<file path="config.mk">
export PLATFORM = sky130hd
export DESIGN_NAME = seq_divider
export DESIGN_NICKNAME = d
export VERILOG_FILES = /design/src/rtl/seq_divider_pkg.sv /design/src/rtl/seq_divider_div_step.sv /design/src/rtl/seq_divider.sv
export SDC_FILE = /design/constraint.sdc
export NUM_CORES = 1
export LEC_CHECK = 0
export CAP_MARGIN = 20
export CORE_MARGIN = 2
export CORE_UTILIZATION = 52
export DETAILED_ROUTE_END_ITERATION = 8
export GPL_TIMING_DRIVEN = 0
export PLACE_DENSITY = 0.73
export SKIP_CTS_REPAIR_TIMING = 1
export SYNTH_ARGS = -nofsm -noshare
export SYNTH_HDL_FRONTEND = slang
export SYNTH_SLANG_ARGS = --single-unit
</file>
<file path="constraint.sdc">
create_clock -name clk -period 4.3 [get_ports clk]
set_clock_uncertainty 0.2 [all_clocks]
set_input_delay 0.43 -clock clk [delete_from_list [all_inputs] [get_ports clk]]
set_output_delay 0.43 -clock clk [all_outputs]
set_load 0.005 [all_outputs]
</file>
<file path="src/rtl/seq_divider_pkg.sv">
// Shared types for the sequential radix-2 divider.
// FSM state encoding and default operand width.
package seq_divider_pkg;

   typedef enum logic [1:0] {
      IDLE,
      CALC,
      FIX
   } state_t;

   localparam int DEF_WIDTH = 32;

endpackage

</file>
<file path="src/rtl/seq_divider_div_step.sv">
// One restoring-division iteration.
// Shifts in a dividend bit and trial-subtracts the divisor.
module div_step #(
   parameter int WIDTH = 32
) (
   input  logic [WIDTH-1:0] rem_i,
   input  logic             bit_i,
   input  logic [WIDTH-1:0] dvs_i,
   output logic [WIDTH-1:0] rem_o,
   output logic             q_o
);

   logic [WIDTH:0] sh;
   logic [WIDTH:0] diff;

   // Keep the difference when non-negative, else restore the shifted value.
   always_comb begin
      sh    = {rem_i, bit_i};
      diff  = sh - {1'b0, dvs_i};
      q_o   = ~diff[WIDTH];
      rem_o = q_o ? diff[WIDTH-1:0] : sh[WIDTH-1:0];
   end

endmodule

</file>
<file path="src/rtl/seq_divider.sv">
// Multi-cycle signed/unsigned integer divider.
// One quotient bit per clock, sign fix-up in a final cycle.
module seq_divider
   import seq_divider_pkg::*;
#(
   parameter int WIDTH = DEF_WIDTH
) (
   input  logic             clk,
   input  logic             rst,
   input  logic             in_valid,
   output logic             in_ready,
   input  logic             is_signed,
   input  logic [WIDTH-1:0] dividend,
   input  logic [WIDTH-1:0] divisor,
   output logic [WIDTH-1:0] quotient,
   output logic [WIDTH-1:0] remainder,
   output logic             done,
   output logic             div_by_zero,
   output logic             overflow
);

   localparam int CW = $clog2(WIDTH) + 1;
   localparam logic [WIDTH-1:0] MIN = {1'b1, {(WIDTH-1){1'b0}}};

   state_t           state_q;
   logic [CW-1:0]    cnt_q;
   logic [WIDTH-1:0] rem_q;
   logic [WIDTH-1:0] quo_q;
   logic [WIDTH-1:0] dvs_q;
   logic             qneg_q;
   logic             rneg_q;
   logic             dz_q;
   logic             ovf_q;

   logic [WIDTH-1:0] rem_d;
   logic             qbit_d;

   logic             a_neg;
   logic             b_neg;
   logic [WIDTH-1:0] a_mag;
   logic [WIDTH-1:0] b_mag;
   logic             b_zero;
   logic             is_ovf;
   logic [WIDTH-1:0] q_fix;
   logic [WIDTH-1:0] r_fix;

   assign in_ready = (state_q == IDLE) && !rst;

   // Operand magnitudes and special-case detection at accept time.
   always_comb begin
      a_neg  = is_signed & dividend[WIDTH-1];
      b_neg  = is_signed & divisor[WIDTH-1];
      a_mag  = a_neg ? -dividend : dividend;
      b_mag  = b_neg ? -divisor : divisor;
      b_zero = (divisor == '0);
      is_ovf = is_signed && (dividend == MIN) && (divisor == '1);
   end

   div_step #(
      .WIDTH(WIDTH)
   ) u_step (
      .rem_i(rem_q),
      .bit_i(quo_q[WIDTH-1]),
      .dvs_i(dvs_q),
      .rem_o(rem_d),
      .q_o  (qbit_d)
   );

   // Final results: divide-by-zero keeps the raw dividend held in quo_q.
   always_comb begin
      q_fix = qneg_q ? -quo_q : quo_q;
      r_fix = rneg_q ? -rem_q : rem_q;
      if (dz_q) begin
         q_fix = '1;
         r_fix = quo_q;
      end
   end

   // Control FSM, iteration datapath and registered outputs.
   always_ff @(posedge clk) begin
      if (rst) begin
         state_q     <= IDLE;
         cnt_q       <= '0;
         rem_q       <= '0;
         quo_q       <= '0;
         dvs_q       <= '0;
         qneg_q      <= 1'b0;
         rneg_q      <= 1'b0;
         dz_q        <= 1'b0;
         ovf_q       <= 1'b0;
         quotient    <= '0;
         remainder   <= '0;
         done        <= 1'b0;
         div_by_zero <= 1'b0;
         overflow    <= 1'b0;
      end else begin
         done <= 1'b0;
         unique case (state_q)
            IDLE: begin
               if (in_valid) begin
                  cnt_q   <= '0;
                  rem_q   <= '0;
                  quo_q   <= b_zero ? dividend : a_mag;
                  dvs_q   <= b_mag;
                  qneg_q  <= a_neg ^ b_neg;
                  rneg_q  <= a_neg;
                  dz_q    <= b_zero;
                  ovf_q   <= is_ovf;
                  state_q <= b_zero ? FIX : CALC;
               end
            end
            CALC: begin
               rem_q <= rem_d;
               quo_q <= {quo_q[WIDTH-2:0], qbit_d};
               cnt_q <= cnt_q + 1'b1;
               if (cnt_q == CW'(WIDTH - 1)) begin
                  cnt_q   <= '0;
                  state_q <= FIX;
               end
            end
            FIX: begin
               quotient    <= q_fix;
               remainder   <= r_fix;
               div_by_zero <= dz_q;
               overflow    <= ovf_q;
               done        <= 1'b1;
               state_q     <= IDLE;
            end
            default: state_q <= IDLE;
         endcase
      end
   end

endmodule

</file>
==> results of run 1 <==
-- synth_stat cells, types with 3 or more instances --
| cell | number | area share (%) |
|---|---|---|
| buf_2 | 10 | 0.45 |
| dfxtp_1 | 175 | 31 |
| or3_1 | 16 | 0.89 |
| o211ai_1 | 5 | 0.34 |
| nor4_1 | 13 | 0.73 |
| nand2b_1 | 20 | 1.1 |
| o21ai_0 | 109 | 4.9 |
| xor2_1 | 80 | 6.3 |
| inv_1 | 63 | 2.1 |
| and3_1 | 7 | 0.39 |
| nor2b_1 | 4 | 0.22 |
| clkbuf_1 | 82 | 2.7 |
| o21a_1 | 7 | 0.47 |
| a211oi_1 | 53 | 3.6 |
| o31ai_1 | 30 | 2.0 |
| xnor2_1 | 66 | 5.2 |
| nor2_1 | 130 | 4.4 |
| o22ai_1 | 35 | 2.0 |
| or4_1 | 7 | 0.47 |
| or2_2 | 7 | 0.39 |
| a32oi_1 | 9 | 0.70 |
| nand3_1 | 33 | 1.5 |
| a22oi_1 | 32 | 2.1 |
| o41ai_2 | 3 | 0.44 |
| a21o_1 | 13 | 0.87 |
| nand2_1 | 179 | 6.0 |
| a31oi_1 | 11 | 0.61 |
| ha_1 | 38 | 4.2 |
| a21oi_1 | 122 | 5.5 |
| buf_1 | 5 | 0.17 |
| a311oi_1 | 4 | 0.31 |
| and2_1 | 6 | 0.34 |
| nand4_1 | 10 | 0.56 |
| o41ai_1 | 11 | 0.86 |
| a21boi_0 | 3 | 0.20 |
| or4_4 | 3 | 0.30 |
| nor3_1 | 47 | 2.1 |
| mux2i_1 | 4 | 0.36 |
-- per-stage QoR --
stage / instances / instance area (sq um)
6_report: 1929 / 13500
5_1_grt: 1929 / 13500
4_1_cts: 1928 / 13500
3_5_place_dp: 1897 / 12900
3_3_place_gp: 1897 / 12900
2_1_floorplan: 1487 / 11200
-- routing by layer --
layer  GRT usage [%]  share of wire (%)  vias up
li1                -                  -     5623
met1            44.0                 42     5333
met2            53.6                 45      571
met3            5.39                9.3       82
met4            12.4                3.6        0
met5               0                  0        -
-- how the worst max path moves through the flow --
stage	slack, ns	depth (start not counted)	from	endpoint
4_1_cts	0.07	14	quo_q[31]	rem_q[31]
3_3_place_gp	0.06	14	divisor[0]	quo_q[26]
3_5_place_dp	-0.05	13	divisor[0]	quo_q[27]
2_1_floorplan	0.90	14	quo_q[31]	rem_q[31]
6_report	0.20	14	quo_q[31]	rem_q[31]
5_1_grt	0.01	14	quo_q[31]	rem_q[31]
-- state kept, by name (all words and copies together) (netlist names) --
signal,cells
qneg_q,1
dvs_q,32
done,1
state_q,2
overflow,1
rem_q,32
ovf_q,1
dz_q,1
remainder,32
quotient,32
cnt_q,6
quo_q,32
rneg_q,1
div_by_zero,1
-- power breakdown --
part,internal (mW),total (mW),switching [mW],leakage (nW)
combinational,0.378,0.955,0.577,3.11
clock,0.770,1.53,0.765,0.282
sequential,1.70,1.78,0.0779,1.42
-- logic make-up after synthesis --
kind of cell / Yosys count
buffers and inverters: 161
XOR/XNOR: 146
adder cells (fa/ha/maj): 39
flip-flops: 175
AND/OR/NAND/NOR: 498
AO/OA/AOI/OAI: 464
multiplexers: 4
-- area by class of cell --
| class | count | area, sq um |
|---|---|---|
| well taps | 275 | 344 |
| fillers | 1990 | 7590 |
| inverters | 63 | 236 |
| flip-flops and latches | 175 | 3500 |
| clock buffers | 17 | 425 |
| repair buffers | 136 | 1360 |
| multi-input cells | 1151 | 7090 |
| plain buffers | 98 | 388 |
| clock inverters | 14 | 149 |
-- worst reg2reg max path: cells and delay by family, from the launching register on --
kind | cells | cell delay [ns]
buffers and inverters | 3 | 0.62
adder cells (fa/ha/maj) | 2 | 0.64
AND/OR/NAND/NOR | 3 | 0.54
AO/OA/AOI/OAI | 6 | 1.55
flip-flops | 1 | 0.43
==> metrics.txt, run 1 <==
H-tree depth 4; min Tclk post-route 4.10 ns; largest net degree at the start of global routing 19; YS warnings 0; Lkg Pwr 4.82 nW; CP max stage cell dfxtp_1; Vias/cell 6.02; Syn Area/Cell 7.53 sq um; Clock Sinks 175; Post-synth ARST share 0%; delay-heaviest family, CP compound AO/OA/AOI/OAI gates; Buf/Inv on CP 3; register bit total from synthesis 175; Vert. Die Dim 151 microns; Final Max Tran Viols 0; Hold Path Class register to register; setup TNS 0 ns; clock slew at reported path FFs 0.07 ns; CTS tree done; most frequent cells in the layout 178 x nand2_1, 175 x dfxtp_1, 135 x clkdlybuf4s50_1; initial antenna violation count 0; critical path arrival 4.23 ns; Power Total 4.27 mW; Startpoint Class register; Synth Area in Compound Gates 26.2%; worst slack, placed -0.0477 ns; Max-Cap Viols 0; f_max 244 MHz; Clock Path Buffers 2; status finished clean; commonest non-fill, non-tap cell in the layout nand2_1; num rows 53; wirelength, routed 37300 microns; Synth Net Count 1594; R2R cell count 14; Synth Area in Adders 4.42%; synthesized instance count 1487; drt first pass iters 6; crit path cell chain inv_1 -> ha_1 -> fa_1 -> nand2b_1 -> a21oi_1 -> o21ai_0 -> a211o_1 -> a2111oi_4 -> or3_1 -> buf_2 -> nand2_2 -> buf_2 -> a32oi_1 -> o21ai_0; Critical Path RT 4.43 ns; core box area 21100 sq um; Die Area 22700 sq um; layout cell share with drive strength beyond 1 4.11%; global-route wire length before repair 57800 microns; Worst Path Max Fanout 10; Total Routing Usage GR 32.9%; clock root buffer master clkbuf_16; number of global-route vias before repair 10624; hold path cells 2; RSZ-0062 raised after global routing no; Worst Hold End remainder[28]; P&R area growth vs syn 20.5%; Post-Synth Simple-Gate Area 20.8%; Final setup violation count 0; largest family of logic cells by synthesized area compound AO/OA/AOI/OAI gates; Pwr Density 316 nW/um^2; final worst path period share 95.3%; utilization after layout 64.0%; ANT nets after route 0; reg2reg setup slack 0.20 ns; initial detailed-routing violation count 1111; Slew @ Worst Pin 0.951 ns; routed vias 11609; Starting Density 53.1%; Final Hold Slack 0.254 ns; PnR worst setup slack 0.200 ns; post-synthesis mux area share 0.357%; CTS buffer count 17; diodes inserted 0; XOR/XNOR Fraction of Synth Area 11.4%; worst-skew pair later-pin latency 0.45 ns; routed length per instance 19.3 microns; port buffer count 135; critical path's largest stage delay 0.43 ns; nets@finish 1749; crit end category register; gpl congestion 0.955; synth unique cells 66; DRC Markers 0; post-DP HPWL 29700 microns; most used flip-flop cell after synthesis dfxtp_1; Critical R2R Launch quo_q[31]; Worst R2R End rem_q[31]; critical path class register to register; Post-Syn Area 11200 sq um; peak supply drop 0.240 mV; sequential cell area fraction in the yosys report 31.3%; number of synthesized flops with an enable pin 0; final hold violation count 0; total congestion overflow 0; # IOs 136; Die Wd 151 microns; Hold Startpoint remainder[28]; slew margin rel. 36.1%
No activity file was read; power rests on OpenSTA's default activity.
==> run 2, diff against run 1 <==
Settings changed: PLACE_DENSITY 0.73 to not set, PLACE_DENSITY_LB_ADDON set to 0.1.
==> run 2 against run 1 <==
Against the previous run: hold slack hardly changed; wire length up 1.0%; total power is 2.5% higher; worst setup slack lost 0.10 ns; critical path depth is the same; register-to-register slack got worse by 0.10 ns; clock-buffer cell count unchanged; critical endpoint unchanged; largest cell class unchanged; highest routed layer unchanged.
==> metrics.txt, run 2 (synthesized netlist as in run 1, its figures left out) <==
post-DP HPWL 29500 microns (-0.65%); fin area 13500 sq um (+0.30%); total congestion overflow 0 (unchanged); DRC Markers 0 (unchanged); Vert. Die Dim 151 microns (unchanged); gpl congestion 0.977 (+2.3%); drt first pass iters 6 (unchanged); ANT nets after route 0 (unchanged); critical path arrival 4.33 ns (+0.10 ns); Slew @ Worst Pin 0.769 ns (-0.182 ns); PnR worst setup slack 0.0957 ns (-0.105 ns); Clock Path Buffers 2 (unchanged); RSZ-0062 raised after global routing no; worst slack, placed -0.0105 ns (+0.0372 ns); f_max 238 MHz (-2.5%); setup TNS 0 ns (unchanged); Critical Path RT 4.42 ns (about the same); initial detailed-routing violation count 1084 (-2.4%); crit end category register; Final Hold Slack 0.254 ns (-0.000124 ns); Reg area 3500 sq um (unchanged); Power Total 4.37 mW (+2.5%); routed vias 11677 (+0.59%); CTS tree done; status finished clean; clock root buffer master clkbuf_16; Post-DP Area 12900 sq um (unchanged); placed cells 1897 (unchanged); layout cell share with drive strength beyond 1 4.23% (+0.12 points); slew margin rel. 48.2% (+12 points); Total Routing Usage GR 32.7% (-0.27 points); H-tree depth 4 (unchanged); initial antenna violation count 0 (unchanged); Worst Path Max Fanout 10 (unchanged); Die Wd 151 microns (unchanged); global-route wire length before repair 57000 microns (-1.3%); num rows 53 (unchanged); clock slew at reported path FFs 0.08 ns (about the same); Pwr Density 323 nW/um^2 (+2.2%); CTS buffer count 17 (unchanged); most frequent cells in the layout 178 x nand2_1, 175 x dfxtp_1, 135 x clkdlybuf4s50_1; Starting Density 53.1% (unchanged); routed length per instance 19.5 microns (+1.0%); Max-Cap Viols 0 (unchanged); core box area 21100 sq um (unchanged); final worst path period share 97.8% (+2.4 points); peak supply drop 0.243 mV (+1.1%); final hold violation count 0 (unchanged); nets@finish 1748 (-0.057%); Hold Path Class register to register; commonest non-fill, non-tap cell in the layout nand2_1; min Tclk post-route 4.20 ns (+0.105 ns); largest net degree at the start of global routing 20 (+1); port buffer count 135 (unchanged); Non-Filler Instances 1929 (unchanged); Final Max Tran Viols 0 (unchanged); Startpoint Class register; critical path class register to register; Clock Sinks 175 (unchanged); P&R area growth vs syn 20.8%; # IOs 136 (unchanged); number of global-route vias before repair 10372 (-2.4%); Final setup violation count 0 (unchanged); wirelength, routed 37700 microns (+1.0%); worst-skew pair later-pin latency 0.44 ns (about the same); Die Area 22700 sq um (unchanged); diodes inserted 0 (unchanged); Multi-input gate area 7100 sq um (+0.12%); Vias/cell 6.05 (+0.59%); number of fill cells 1970 (-1.0%); utilization after layout 64.2% (+0.19 points); Lkg Pwr 4.84 nW (+0.33%)
==> run 2: routing by layer <==
metal	up-vias	global-route usage, %	routed length [microns]
met3	55	5.39	3160
met5	-	0	0
met2	482	50.3	16600
met4	0	8.18	686
li1	5635	-	-
met1	5505	47.6	17200
==> run 2: critical path: stages (launching register included) <==
cell,delay (ns)
dfxtp_1,0.47
inv_1,0.23
ha_1,0.26
fa_1,0.40
nand2b_1,0.19
a21oi_2,0.20
o21ai_0,0.18
a211o_1,0.35
a2111oi_4,0.48
or3_1,0.17
buf_2,0.18
nand2_2,0.19
buf_2,0.29
a32oi_1,0.20
o21ai_0,0.10
==> run 2: final timing paths <==
check                                    end         start  cells past startpoint  slack (ns)
worst max-delay path               rem_q[31]     quo_q[31]                     14         0.1
worst min-delay path            remainder[9]  remainder[9]                      2        0.25
worst min register to register  remainder[9]  remainder[9]                      2        0.25
worst max register to register     rem_q[31]     quo_q[31]                     14         0.1
==> run 2: layout make-up <==
class                      instances  share of cell area (%)
clock inverter                    15                    1.39
sequential                       175                    25.9
clock buffer                      17                    3.14
buffer                            98                    2.87
inverter                          63                    1.75
timing repair buffer             135                    9.98
tap                              275                    2.54
multi-input combinational       1151                    52.4
==> run 2: report_power, final <==
group | internal, mW | switching [mW]
sequential | 1.70 | 0.0864
combinational | 0.379 | 0.591
clock | 0.842 | 0.777
total | 2.92 | 1.45
